[src/rtl/magnitude_dispatch.sv]
// ============================================================================
//  Module      : magnitude_dispatch
//  Description : Buffers X/Y filter results in a 2-entry FIFO, issues them one
//                at a time to an external square-root engine, waits for the
//                engine's rising done edge (or a timeout) and hands the
//                magnitude downstream with a valid/ready handshake.
//                Optional macro MAGNITUDE_THRESHOLD_EN binarizes the result
//                against THRESHOLD (8'hFF at or above, 8'h00 below).
//  Revision    : 1.0 - initial release
// ============================================================================
`default_nettype none

module magnitude_dispatch #(
  parameter int TIMEOUT_CYCLES = 40,
  parameter int THRESHOLD      = 128
) (
  input  logic       clk,
  input  logic       rst,
  input  logic       in_valid,
  output logic       in_ready,
  input  logic [7:0] in_x,
  input  logic [7:0] in_y,
  output logic       sqrt_start,
  output logic [7:0] sqrt_x,
  output logic [7:0] sqrt_y,
  input  logic       sqrt_ready,
  input  logic [7:0] sqrt_root,
  output logic       out_valid,
  input  logic       out_ready,
  output logic [7:0] out_root,
  output logic       out_timeout
);

  localparam int                 c_CNT_W    = $clog2(TIMEOUT_CYCLES + 1);
  localparam logic [c_CNT_W-1:0] c_CNT_MAX  = c_CNT_W'(TIMEOUT_CYCLES);
  localparam logic [c_CNT_W-1:0] c_CNT_LAST = c_CNT_W'(TIMEOUT_CYCLES - 1);

  typedef enum logic [1:0] {
    S_IDLE   = 2'd0,
    S_ISSUE  = 2'd1,
    S_WAIT   = 2'd2,
    S_OUTPUT = 2'd3
  } state_t;

  // Parameter sanity: a zero timeout would make the counter meaningless and
  // a threshold outside 0..256 cannot be compared against an 8-bit root.
  if (TIMEOUT_CYCLES < 1) begin : g_bad_timeout
    $error("magnitude_dispatch: TIMEOUT_CYCLES must be at least 1");
  end
  if ((THRESHOLD < 0) || (THRESHOLD > 256)) begin : g_bad_threshold
    $error("magnitude_dispatch: THRESHOLD must lie in 0..256");
  end

  state_t             r_state;
  state_t             w_state_next;

  logic [7:0]         r_fx [0:1];
  logic [7:0]         r_fy [0:1];
  logic               r_wptr;
  logic               r_rptr;
  logic [1:0]         r_count;

  logic [c_CNT_W-1:0] r_cnt;
  logic               r_ready_q;
  logic [7:0]         r_sqrt_x;
  logic [7:0]         r_sqrt_y;
  logic [7:0]         r_out_root;
  logic               r_out_timeout;

  logic               w_push;
  logic               w_pop;
  logic               w_done;
  logic               w_tmo;
  logic [7:0]         w_result;

  assign in_ready    = (r_count != 2'd2);
  assign w_push      = in_valid & in_ready;
  assign w_pop       = (r_state == S_IDLE) && (r_count != 2'd0);

  // Only a fresh 0->1 transition counts; a level left high by a previous
  // request (or held high across ISSUE) is ignored.
  assign w_done      = (r_state == S_WAIT) & sqrt_ready & ~r_ready_q;
  // Fires on the TIMEOUT_CYCLES-th WAIT cycle.
  assign w_tmo       = (r_state == S_WAIT) && (r_cnt >= c_CNT_LAST);

  assign sqrt_x      = r_sqrt_x;
  assign sqrt_y      = r_sqrt_y;
  assign out_root    = r_out_root;
  assign out_timeout = r_out_timeout;

`ifdef MAGNITUDE_THRESHOLD_EN
  assign w_result = (32'(sqrt_root) >= THRESHOLD) ? 8'hFF : 8'h00;
`else
  assign w_result = sqrt_root;
`endif

  // Input FIFO: 1-bit pointers wrap modulo 2, count tracks occupancy.
  always_ff @(posedge clk or posedge rst) begin
    if (rst) begin
      r_wptr  <= 1'b0;
      r_rptr  <= 1'b0;
      r_count <= 2'd0;
      r_fx[0] <= 8'h00;
      r_fx[1] <= 8'h00;
      r_fy[0] <= 8'h00;
      r_fy[1] <= 8'h00;
    end else begin
      if (w_push) begin
        r_fx[r_wptr] <= in_x;
        r_fy[r_wptr] <= in_y;
        r_wptr       <= ~r_wptr;
      end
      if (w_pop) begin
        r_rptr <= ~r_rptr;
      end
      case ({w_push, w_pop})
        2'b10:   r_count <= r_count + 2'd1;
        2'b01:   r_count <= r_count - 2'd1;
        default: r_count <= r_count;
      endcase
    end
  end

  // FSM state register.
  always_ff @(posedge clk or posedge rst) begin
    if (rst) begin
      r_state <= S_IDLE;
    end else begin
      r_state <= w_state_next;
    end
  end

  // Next-state decode plus the state-derived strobes.
  always_comb begin
    w_state_next = r_state;
    sqrt_start   = 1'b0;
    out_valid    = 1'b0;
    case (r_state)
      S_IDLE: begin
        if (r_count != 2'd0) begin
          w_state_next = S_ISSUE;
        end
      end
      S_ISSUE: begin
        sqrt_start   = 1'b1;
        w_state_next = S_WAIT;
      end
      S_WAIT: begin
        if (w_done || w_tmo) begin
          w_state_next = S_OUTPUT;
        end
      end
      S_OUTPUT: begin
        out_valid = 1'b1;
        if (out_ready) begin
          w_state_next = S_IDLE;
        end
      end
      default: w_state_next = S_IDLE;
    endcase
  end

  // Operand capture, timeout counting and result capture.
  always_ff @(posedge clk or posedge rst) begin
    if (rst) begin
      r_ready_q     <= 1'b0;
      r_cnt         <= '0;
      r_sqrt_x      <= 8'h00;
      r_sqrt_y      <= 8'h00;
      r_out_root    <= 8'h00;
      r_out_timeout <= 1'b0;
    end else begin
      r_ready_q <= sqrt_ready;
      if (w_pop) begin
        r_sqrt_x <= r_fx[r_rptr];
        r_sqrt_y <= r_fy[r_rptr];
      end
      if (r_state == S_ISSUE) begin
        r_cnt <= '0;
      end else if ((r_state == S_WAIT) && (r_cnt != c_CNT_MAX)) begin
        r_cnt <= r_cnt + 1'b1;
      end
      // Completion takes priority over a coincident timeout.
      if (w_done) begin
        r_out_root    <= w_result;
        r_out_timeout <= 1'b0;
      end else if (w_tmo) begin
        r_out_root    <= 8'hFF;
        r_out_timeout <= 1'b1;
      end
    end
  end

endmodule

`default_nettype wire
[config.mk]
export PLATFORM = sky130hd
export DESIGN_NAME = magnitude_dispatch
export DESIGN_NICKNAME = d
export VERILOG_FILES = /design/src/rtl/magnitude_dispatch.sv
export SDC_FILE = /design/constraint.sdc
export NUM_CORES = 1
export LEC_CHECK = 0
export CAP_MARGIN = 20
export CORE_UTILIZATION = 56
export DETAILED_ROUTE_END_ITERATION = 10
export PLACE_DENSITY = 0.85
export SLEW_MARGIN = 20
export SYNTH_ARGS = -nofsm -noshare
export SYNTH_HDL_FRONTEND = slang
export SYNTH_SLANG_ARGS = --single-unit
[constraint.sdc]
create_clock -name clk -period 4.95 [get_ports clk]
set_input_delay 0.99 -clock clk [delete_from_list [all_inputs] [get_ports clk]]
set_output_delay 0.99 -clock clk [all_outputs]
set_load 0.02 [all_outputs]
# Yosys cells after proc, flatten, opt, wreduce, memory -nomap -nowiden
# Cells that the tools add are included.
word_totals:
  regBits: 70
  out_inout_bits: 28
  word_cells: 73
op_classes:
  n_mux: 23
  n_bitwise: 8
  reduce_logical: 11
  add_sub_neg: 3
  n_eq_ne: 10
  n_lt_le_gt_ge: 4
ops:
  columns: ["operator", "count"]
  rows:
  - ["8-bit 2-to-1 mux", 9]
  - ["16-bit bitwise mux", 2]
  - ["6-bit 2-to-1 mux", 2]
  - ["8-bit demux with 1-bit select", 1]
  - ["2-bit case mux with 4 select lines", 1]
  - ["2-bit nonzero test", 4]
  - ["6-bit by 1-bit adder with 6-bit output (second input constant)", 1]
  - ["2-bit == test (second input constant)", 3]
  - ["6-bit greater-or-equal comparator (second input constant)", 1]
  - ["2-bit 2-to-1 mux", 3]
  - ["6-bit inequality test (second input constant)", 1]
  - ["2-bit by 1-bit == test with 1-bit output (second input constant)", 2]
  - ["2-bit greater-or-equal comparator (second input constant)", 2]
  - ["1-bit logical AND", 4]
  - ["1-bit 2-to-1 mux", 4]
  - ["2-bit by 1-bit inequality test with 1-bit output (second input constant)", 2]
  - ["2-bit inequality test (second input constant)", 2]
  - ["1-bit inverter with 2-bit output", 2]
  - ["2-bit case mux with 2 select lines", 1]
  - ["1-bit bitwise AND", 3]
  - ["1-bit inverter", 3]
  - ["3-bit AND reduction", 1]
  - ["2-bit by 1-bit adder with 2-bit output (second input constant)", 1]
  - ["2-bit logical NOT", 1]
  - ["other kinds (3)", 3]

# Depth between registers and ports, before layout
# Gate-level depths: netlist (run 1).
logic_depth:
  word_depth: 6
  ltp_mapped: 9
  depth_no_buf: 8

# Least setup slack after synthesis (run 1)
# No wires, ideal clock.
synth_path:
  path_type: "reg2reg"
  start: "register r_state[0]"
  end: "register r_count[1]"
  stages_incl_launch_ff: 9
  period_less_slack_ns: 1.813
  t_required_ns: 4.871
  setup_slack_ns: 3.137
  arrival_time_ns: 1.734
  n_path_buf: 1
  path_cell_list: "dfrtp_1 -> inv_1 -> ha_1 -> o21ai_1 -> clkbuf_1 -> inv_1 -> ha_1 -> nor2_1 -> xor2_1"
synth_via:
  elab_chain_len: 4
  word_cells_on_any_way: 6
synth_lines:
  columns: ["item", "line_no", "source"]
  rows:
  - ["start: declaration", "54", "state_t r_state;"]
  - ["start signal: assignment", "129", "r_state <= w_state_next;"]
  - ["2-bit logical NOT (*)", "78", "assign w_pop = (r_state == S_IDLE) && (r_count != 2'd0);"]
  - ["1-bit logical AND (*)", "78", null]
  - ["net w_pop", "71", "logic w_pop;"]
  - ["2-bit by 1-bit == test with 1-bit output or 2-bit == test (tied branches)", "116", "case ({w_push, w_pop})"]
  - ["2-bit case mux with 2 select lines or 2-bit nonzero test (tied branches)", null, null]
  - ["end signal: assignment", "117", "2'b10: r_count <= r_count + 2'd1;"]
  - ["end signal: assignment", "118", "2'b01: r_count <= r_count - 2'd1;"]
  - ["end signal: assignment", "119", "default: r_count <= r_count;"]
  - ["end: declaration", "61", "logic [1:0] r_count;"]
# The timed path passes the listed nets; every way through them passes the cells marked *.
# A chain may end at the register's enable or synchronous reset.

# Worst setup path after layout (run 1)
layout_path:
  start: "register r_state[1]"
  end: "output port sqrt_start"
layout_via:
  elab_chain_len: 2
layout_lines:
  columns: ["item", "line_no", "source"]
  rows:
  - ["2-bit by 1-bit == test with 1-bit output", "138", "case (r_state)"]
  - ["1-bit 2-to-1 mux", "138", null]
  - ["end: declaration", "23", "output logic sqrt_start,"]
# No other way between the ends.

==> flow_metrics.env, run 1 <==
export IMPL_status="complete, no violations"
export IMPL_setup_ws_ps=2180
export IMPL_ys_ff_latch=70
export IMPL_postSynth_asyncResetShare_pct=100
export IMPL_slew_viol_final=0
export IMPL_viasPerCell=5.26
export IMPL_synth_nets=280
export IMPL_hold_viol_final=0
export IMPL_worst_slew_pin_slew_ps=937
export IMPL_synth_edf_count=0
export IMPL_fin_cells=379
export IMPL_diodes=0
export IMPL_finalHoldWorstSlack_ps=481
export IMPL_wirelength_mm=5.69
export IMPL_insertion_delay_ps=340
export IMPL_final_area_mm2=0.00384
export IMPL_power_density_mw_per_mm2=660
export IMPL_drv_cap=0
export IMPL_cts_tree="done"
export IMPL_antenna_found_initial=0
export IMPL_initial_core_util_pct=59.1
export IMPL_setup_tns_ps=0
export IMPL_num_rows=26
export IMPL_numPortBuffers=56
export IMPL_netlist_top_cells_count="70 x dfrtp_1, 25 x nor2_1, 23 x mux2_2"
export IMPL_postSynthAreaPerCell_um2=12.6
export IMPL_crit_path_max_fanout=7
export IMPL_cts_sinks=70
export IMPL_yosysTopAreaCell="dfrtp_1"
export IMPL_gp_congestion=0.796
export IMPL_clk_pin_slew_ps=70
export IMPL_cp_top_family="buffers and inverters"
export IMPL_min_period_ps=2770
export IMPL_period_share_pct=56.0
export IMPL_hp_class="reg2reg"
export IMPL_synth_area_top_cells="dfrtp_1 57%, mux2_2 8.5%, mux2i_1 5.6%"
export IMPL_post_cts_buffers=0
export IMPL_synthCells=243
export IMPL_place_ws_ps=2480
export IMPL_setup_violations=0
export IMPL_cts_root_buf="clkbuf_8"
export IMPL_dr_pass1_iters=4
export IMPL_htreeDepth=3
export IMPL_ys_types=29
export IMPL_criticalPathCategory="reg2out"
export IMPL_critPathBufInv=2
export IMPL_placed_area_mm2=0.00367
export IMPL_cts_buffers=9
export IMPL_grt_pass1_vias=2053
export IMPL_core_area_mm2=0.00517
export IMPL_worstPathRequired_ps=3960
export IMPL_finClkSkew_ps=9.77
export IMPL_postCtsResizedCells=0
export IMPL_ant_nets=0
export IMPL_dieArea_mm2=0.00576
export IMPL_dr_first_iter_drc_count=103
export IMPL_startpoint_type="register"
export IMPL_synth_area_mm2=0.00306
export IMPL_synthToLayoutAreaGrowth_pct=25.5
export IMPL_drcViolationCount=0
export IMPL_synth_top_area_share_pct=57.3
export IMPL_synth_ff_type="dfrtp_1"
export IMPL_drive_gt1_share_pct=18.4
export IMPL_fmax_ghz=0.361
export IMPL_ir_drop_mv=0.346
export IMPL_seqCellArea_mm2=0.00175
export IMPL_maxSlewHeadroom_pct=37.5
export IMPL_wire_per_inst_um=15.0
export IMPL_cellLeakagePower_nw=1.75
export IMPL_hpwlAfterDp_mm=3.84
export IMPL_via_count=1993
export IMPL_nFillCells=336
export IMPL_grt_pass1_wl_mm=9.34
export IMPL_cpMaxStageDelayCell="clkdlybuf4s50_1"
export IMPL_clock_path_buffers=2
export IMPL_dp_cells=363
export IMPL_grt_setup_unrepaired="false"
export IMPL_synth_seq_area_share_pct=57.3
export IMPL_synth_warnings=0
export IMPL_power_mw=2.53
export IMPL_multi_input_area_mm2=0.00123
export IMPL_final_core_util_pct=74.2
export IMPL_cp_data_arrival_time_ps=1780
export IMPL_overflow=0
export IMPL_fin_nets=341
export IMPL_worstPathCellList="inv_1, ha_1, clkdlybuf4s50_1"
export IMPL_hold_buffers=0
export IMPL_crit_path_end_kind="output pin"
export IMPL_synth_most_common_cell="dfrtp_1"
export IMPL_cpPeakStageDelay_ps=650
export IMPL_die_h_um=75.9
export IMPL_ios=57
export IMPL_track_usage_pct=22.5
export IMPL_dieWidth_um=75.9
export IMPL_grt_max_degree=42
[metal layers]
metal / GRT usage [%] / up-vias / part of all wire [%]
li1: - / 946 / -
met1: 28.8 / 990 / 45
met2: 35.1 / 48 / 48
met3: 7.14 / 9 / 4.4
met4: 9.88 / 0 / 2.1
met5: 0 / - / 0
[state kept, by name, summed over array words and instances, names as in the netlist]
| register | flops |
|---|---|
| r_fx | 16 |
| r_fy | 16 |
| out_root | 8 |
| sqrt_x | 8 |
| sqrt_y | 8 |
| r_cnt | 6 |
| r_count | 2 |
| r_state | 2 |
| out_timeout | 1 |
| r_ready_q | 1 |
| r_rptr | 1 |
| r_wptr | 1 |
[worst reg2reg max path, delay by kind of cell, from the launching register on]
kind / cells / cell delay (ps)
AO/OA/AOI/OAI: 1 / 70
flip-flops: 1 / 400
adder cells (fa/ha/maj): 2 / 570
XOR/XNOR: 1 / 150
AND/OR/NAND/NOR: 1 / 140
buffers and inverters: 3 / 500
[logic make-up after synthesis]
kind of cell             after synthesis  share of synthesized area, %
multiplexers                          50                          18.9
buffers and inverters                 15                          2.62
flip-flops                            70                          57.3
adder cells (fa/ha/maj)                8                          3.27
XOR/XNOR                               9                          2.58
AND/OR/NAND/NOR                       58                          9.57
AO/OA/AOI/OAI                         33                          5.73
[layout by cell type (no fill, tap or decap), types with 8 or more instances in the layout]
cell type	count
dfrtp_1	70
clkdlybuf4s50_1	56
nor2_1	25
mux2_2	23
nand2_1	22
o21ai_0	18
mux2i_1	17
a21oi_1	11
mux2_4	10
clkbuf_8	10
ha_1	8
[path summary, 6_finish.rpt]
path	start	endpoint	slack, ps	depth (start not counted)
worst max register to register	r_state[0]	r_count[1]	3040	8
worst max-delay path	r_state[1]	sqrt_start	2180	3
worst min register to register	sqrt_x[0]	sqrt_x[0]	480	2
max in group asynchronous	rst	r_rptr	2900	3
min in group asynchronous	rst	out_timeout	1150	2
worst min-delay path	sqrt_x[0]	sqrt_x[0]	480	2
[report_power, final]
group	total (mW)	leakage (nW)	switching (mW)	internal, mW
clock network	0.391	0.0926	0.199	0.191
registers	1.05	0.840	0.208	0.844
logic	1.09	0.817	0.503	0.587
[layout make-up]
| type | instances | share of cell area (%) |
|---|---|---|
| inverters | 7 | 0.685 |
| repair buffers | 58 | 15.0 |
| clock inverters | 5 | 0.652 |
| multi-input cells | 158 | 32.1 |
| well taps | 70 | 2.28 |
| flip-flops and latches | 70 | 45.6 |
| clock buffers | 11 | 3.68 |
Power figures use the tool's default switching activity.
==> run 2: changes to the inputs <==
--- a/config.mk
+++ b/config.mk
@@ -6,9 +6,9 @@
 export NUM_CORES = 1
 export LEC_CHECK = 0
 export CAP_MARGIN = 20
-export CORE_UTILIZATION = 56
+export CORE_UTILIZATION = 47
 export DETAILED_ROUTE_END_ITERATION = 10
-export PLACE_DENSITY = 0.85
+export PLACE_DENSITY = 0.76
 export SLEW_MARGIN = 20
 export SYNTH_ARGS = -nofsm -noshare
 export SYNTH_HDL_FRONTEND = slang
==> constraint.sdc (replaced) <==
create_clock -name clk -period 2.27 [get_ports clk]
set_input_delay 0.454 -clock clk [delete_from_list [all_inputs] [get_ports clk]]
set_output_delay 0.454 -clock clk [all_outputs]
set_load 0.02 [all_outputs]
==> run 2 against run 1 <==
Effect of this change:
- cell count grew 2.6%
- die area grew 19%
- non-clock buffer count grew 3
- clock power grew to 2.6 times the previous value
- hold slack lost 4.1 ps
- cell area grew 2.3%
- sequential power grew 110%
==> flow_metrics.env, run 2 (synthesis results as in run 1) <==
export IMPL_status="complete, no violations"
export IMPL_nFillCells=532
export IMPL_route_met2_wl_mm=2.61
export IMPL_diodes=0
export IMPL_placed_area_mm2=0.00373
export IMPL_num_rows=29
export IMPL_grt_max_degree=53
export IMPL_hold_buffers=0
export IMPL_worstPathCellList="inv_1, ha_1, clkdlybuf4s50_1"
export IMPL_dieArea_mm2=0.00683
export IMPL_worstPathRequired_ps=1820
export IMPL_drcViolationCount=0
export IMPL_via_count=1969
export IMPL_p_int_mw=3.72
export IMPL_ir_drop_mv=0.701
export IMPL_hp_class="reg2reg"
export IMPL_cts_sinks=70
export IMPL_fmax_ghz=0.475
export IMPL_comb_power_share_pct=43.0
export IMPL_dr_pass1_iters=4
export IMPL_cpPeakStageDelay_ps=610
export IMPL_htreeDepth=3
export IMPL_setup_violations=0
export IMPL_clk_pin_slew_ps=70
export IMPL_insertion_delay_ps=330
export IMPL_dp_cells=373
export IMPL_drv_cap=0
export IMPL_setup_ws_ps=164
export IMPL_top_layer_used="met4"
export IMPL_grt_setup_unrepaired="false"
export IMPL_top_regs="r_fx: 16 flops, r_fy: 16 flops"
export IMPL_startpoint_type="register"
export IMPL_met1_length_mm=2.60
export IMPL_fin_nets=344
export IMPL_drive_gt1_share_pct=19.2
export IMPL_gp_congestion=0.725
export IMPL_antenna_found_initial=0
export IMPL_critPathBufInv=2
export IMPL_postCtsResizedCells=0
export IMPL_cp_data_arrival_time_ps=1650
export IMPL_worst_slew_pin_slew_ps=581
export IMPL_clock_path_buffers=2
export IMPL_die_h_um=82.7
export IMPL_dieWidth_um=82.7
export IMPL_wl_met3_um=134
export IMPL_fin_cells=389
export IMPL_core_area_mm2=0.00631
export IMPL_wirelength_mm=5.46
export IMPL_cts_buffers=9
export IMPL_wire_per_inst_um=14.0
export IMPL_swShare_pct=34.7
export IMPL_final_area_mm2=0.00393
export IMPL_maxSlewHeadroom_pct=61.1
export IMPL_setup_tns_ps=0
export IMPL_place_ws_ps=360
export IMPL_seq_power_share_pct=39.3
export IMPL_cts_root_buf="clkbuf_8"
export IMPL_crit_path_max_fanout=4
export IMPL_hold_viol_final=0
export IMPL_cp_top_family="buffers and inverters"
export IMPL_mostFrequentLayoutCells="70 x dfrtp_1, 56 x clkdlybuf4s50_1, 25 x nor2_1"
export IMPL_finClkSkew_ps=6.83
export IMPL_p_sw_mw=1.97
export IMPL_criticalPathCategory="reg2out"
export IMPL_cellLeakagePower_nw=1.79
export IMPL_period_share_pct=92.8
export IMPL_grt_pass1_vias=1898
export IMPL_dr_first_iter_drc_count=86
export IMPL_finalHoldWorstSlack_ps=477
export IMPL_synthToLayoutAreaGrowth_pct=28.4
export IMPL_ant_nets=0
export IMPL_crit_path_end_kind="output pin"
export IMPL_power_density_mw_per_mm2=1450
export IMPL_viasPerCell=5.06
export IMPL_numPortBuffers=56
export IMPL_ios=57
export IMPL_post_cts_buffers=0
export IMPL_cts_tree="done"
export IMPL_grt_pass1_wl_mm=8.91
export IMPL_cpMaxStageDelayCell="clkdlybuf4s50_1"
export IMPL_track_usage_pct=17.7
export IMPL_pwr_share_clk_pct=17.7
export IMPL_overflow=0
export IMPL_final_common_cell="dfrtp_1"
export IMPL_slew_viol_final=0
export IMPL_min_period_ps=2110
export IMPL_initial_core_util_pct=48.4
export IMPL_hpwlAfterDp_mm=3.62
## run 2: layer usage
layer,global-route usage (%),vias up
li1,-,951
met1,23.8,977
met2,27.2,31
met3,3.63,10
met4,8.79,0
met5,0,-
## run 2: worst paths after layout
path / start / to / slack [ps] / cells after the start
max: r_state[1] / sqrt_start / 160 / 3
min: sqrt_y[5] / sqrt_y[5] / 480 / 2
max reg2reg: r_state[0] / r_state[1] / 460 / 6
min reg2reg: sqrt_y[5] / sqrt_y[5] / 480 / 2
max in group asynchronous: rst / r_fx[1] / 1530 / 3
min in group asynchronous: rst / sqrt_x[1] / 500 / 3
## run 2: cell type report
| type | instances | area, µm² | area share (%) |
|---|---|---|---|
| tap | 77 | 96.3 | 2.45 |
| sequential | 70 | 1750 | 44.6 |
| inverter | 7 | 26.3 | 0.669 |
| clock inverter | 4 | 45.0 | 1.15 |
| clock buffer | 12 | 155 | 3.95 |
| multi-input combinational | 158 | 1230 | 31.3 |
| timing repair buffer | 61 | 623 | 15.9 |
## run 2: worst reg2reg max path, stage by stage, from the launching register on
cell and delay [ps]:
dfrtp_1 420, inv_1 100, ha_1 360, nand3b_2 230
nand2_1 120, o21a_1 130, mux2_2 330
## run 2: through the flow
step | total power [mW] | util, %
2_1_floorplan | 3.88 | -
3_3_place_gp | 4.64 | 59.0
3_5_place_dp | 4.72 | 59.0
4_1_cts | 5.76 | 62.2
5_1_grt | 6.10 | 62.2
6_report | 5.69 | 62.2
## run 2: power groups by stage
| stage | Combinational [mW] | Sequential [mW] | Clock (mW) |
|---|---|---|---|
| 2_1_floorplan | 1.47 | 2.40 | 0 |
| 3_3_place_gp | 2.41 | 2.23 | 0 |
| 3_5_place_dp | 2.46 | 2.26 | 0 |
| 4_1_cts | 2.48 | 2.24 | 1.04 |
| 5_1_grt | 2.69 | 2.33 | 1.08 |
| 6_report | 2.45 | 2.24 | 1.01 |
==> run 3: changes to the inputs <==
--- a/config.mk
+++ b/config.mk
@@ -8,6 +8,7 @@
 export CAP_MARGIN = 20
 export CORE_UTILIZATION = 47
 export DETAILED_ROUTE_END_ITERATION = 10
+export HOLD_SLACK_MARGIN = 0.05
 export PLACE_DENSITY = 0.76
 export SLEW_MARGIN = 20
 export SYNTH_ARGS = -nofsm -noshare
==> constraint.sdc (replaced) <==
create_clock -name clk -period 1.8 [get_ports clk]
set_input_delay 0.36 -clock clk [delete_from_list [all_inputs] [get_ports clk]]
set_output_delay 0.36 -clock clk [all_outputs]
set_load 0.02 [all_outputs]
==> run 3 against run 2 <==
Effect of this change:
- sequential power grew 25%
- worst setup slack lost 32 ps
- critical endpoint unchanged
- critical path depth is the same
- combinational power grew 27%
- cell area shrank 0.19%
- first-iteration DRC count grew 2.3%
- clock power grew 16%
- routed wire length shrank 0.90%
==> flow_metrics.env, run 3 (synthesis results as in run 1) <==
export IMPL_ios=57
export IMPL_clock_path_buffers=2
export IMPL_seq_power_share_pct=39.6
export IMPL_finalHoldWorstSlack_ps=470
export IMPL_criticalPathCategory="reg2out"
export IMPL_startpoint_type="register"
export IMPL_slew_viol_final=0
export IMPL_worst_slew_pin_slew_ps=352
export IMPL_crit_path_max_fanout=4
export IMPL_cts_root_buf="clkbuf_8"
export IMPL_hp_class="in2async"
export IMPL_track_usage_pct=17.4
export IMPL_dieArea_mm2=0.00683
export IMPL_grt_met2_usage_pct=28.6
export IMPL_hpwlAfterDp_mm=3.69
export IMPL_period_share_pct=92.7
export IMPL_busiest_layer="met2"
export IMPL_die_h_um=82.7
export IMPL_insertion_delay_ps=330
export IMPL_ant_nets=0
export IMPL_htreeDepth=3
export IMPL_cellLeakagePower_nw=1.79
export IMPL_cts_sinks=70
export IMPL_swShare_pct=35.0
export IMPL_power_density_mw_per_mm2=1800
export IMPL_dieWidth_um=82.7
export IMPL_worstPathRequired_ps=1440
export IMPL_power_mw=7.07
export IMPL_status="complete, no violations"
export IMPL_setup_ws_ps=131
export IMPL_fmax_ghz=0.599
export IMPL_final_area_mm2=0.00392
export IMPL_grt_use_met1_pct=21.8
export IMPL_drcViolationCount=0
export IMPL_drv_cap=0
export IMPL_grt_pass1_vias=1880
export IMPL_place_ws_ps=-23.8
export IMPL_cp_data_arrival_time_ps=1310
export IMPL_diodes=0
export IMPL_ir_drop_mv=1.05
export IMPL_mostFrequentLayoutCells="70 x dfrtp_1, 53 x clkdlybuf4s50_1, 25 x nor2_1"
export IMPL_via_count=1967
export IMPL_cts_tree="done"
export IMPL_use_met3_pct=5.60
export IMPL_dr_pass1_iters=4
export IMPL_maxSlewHeadroom_pct=76.3
export IMPL_antenna_found_initial=0
export IMPL_hold_buffers=0
export IMPL_postCtsResizedCells=3
export IMPL_p_sw_mw=2.47
export IMPL_nFillCells=522
export IMPL_grt_pass1_wl_mm=8.67
export IMPL_top_regs="r_fx: 16 flops, r_fy: 16 flops"
export IMPL_dr_first_iter_drc_count=88
export IMPL_gp_congestion=0.802
export IMPL_initial_core_util_pct=48.4
export IMPL_pwr_share_clk_pct=16.5
export IMPL_hold_viol_final=0
export IMPL_setup_violations=0
export IMPL_wirelength_mm=5.41
export IMPL_grt_max_degree=71
export IMPL_num_rows=29
export IMPL_numPortBuffers=56
export IMPL_min_period_ps=1670
export IMPL_wire_per_inst_um=13.8
export IMPL_grt_setup_unrepaired="false"
export IMPL_clk_pin_slew_ps=70
export IMPL_synthToLayoutAreaGrowth_pct=28.2
export IMPL_finClkSkew_ps=6.30
export IMPL_crit_path_end_kind="output pin"
export IMPL_post_cts_buffers=0
export IMPL_core_area_mm2=0.00631
export IMPL_cts_buffers=9
export IMPL_placed_area_mm2=0.00374
export IMPL_drive_gt1_share_pct=19.7
export IMPL_final_common_cell="dfrtp_1"
export IMPL_p_int_mw=4.60
export IMPL_fin_nets=347
export IMPL_comb_power_share_pct=43.9
export IMPL_setup_tns_ps=0
export IMPL_overflow=0
export IMPL_viasPerCell=5.02
[run 3: cell types whose count changed in the layout (fill, tap and decap cells not counted), sizes merged]
cell	change
buf	+3
clkbuf	-1
clkdlybuf4s15	+1
clkdlybuf4s50	-3
clkinv	+1
clkinvlp	+1
dlygate4sd2	+2
inv	-1
[run 3: final timing paths]
path | startpoint | to | slack (ps) | cells past startpoint
max in group asynchronous | rst | r_fx[9] | 1040 | 3
max | r_state[1] | sqrt_start | 130 | 3
min | rst | out_root[3] | 470 | 3
min reg2reg | sqrt_y[6] | sqrt_y[6] | 480 | 2
max reg2reg | r_state[0] | r_state[1] | 160 | 6
min in group clk | sqrt_y[6] | sqrt_y[6] | 480 | 2
[run 3: power by group through the flow]
stage	registers, mW	logic (mW)	clock network [mW]
5_1_grt	2.90	3.43	1.27
6_report	2.80	3.11	1.17
4_1_cts	2.80	3.15	1.20
3_3_place_gp	2.79	3.07	0
3_5_place_dp	2.82	3.16	0
2_1_floorplan	3.03	1.86	0
[run 3: layout make-up]
class | instances | area [µm²] | share of cell area (%)
flip-flops and latches | 70 | 1750 | 44.7
multi-input cells | 158 | 1230 | 31.4
repair buffers | 64 | 631 | 16.1
clock buffers | 11 | 131 | 3.35
well taps | 77 | 96.3 | 2.46
clock inverters | 5 | 50.0 | 1.28
inverters | 7 | 30.0 | 0.766
[run 3: through the flow]
stage | std cells | util, %
6_report | 392 | 62.1
5_1_grt | 392 | 62.1
4_1_cts | 392 | 62.1
3_5_place_dp | 376 | 59.3
3_3_place_gp | 376 | 59.3
2_1_floorplan | 243 | -
[run 3: worst max-delay path, cell delays in order, from the launching register on]
cell and delay (ps):
dfrtp_1 410, inv_1 90, ha_1 180, clkdlybuf4s15_1 310
[run 3: metal layers]
metal | up-vias | wire (µm)
met5 | - | 0
met4 | 0 | 73
met3 | 5 | 235
met2 | 37 | 2740
met1 | 964 | 2360
li1 | 961 | -
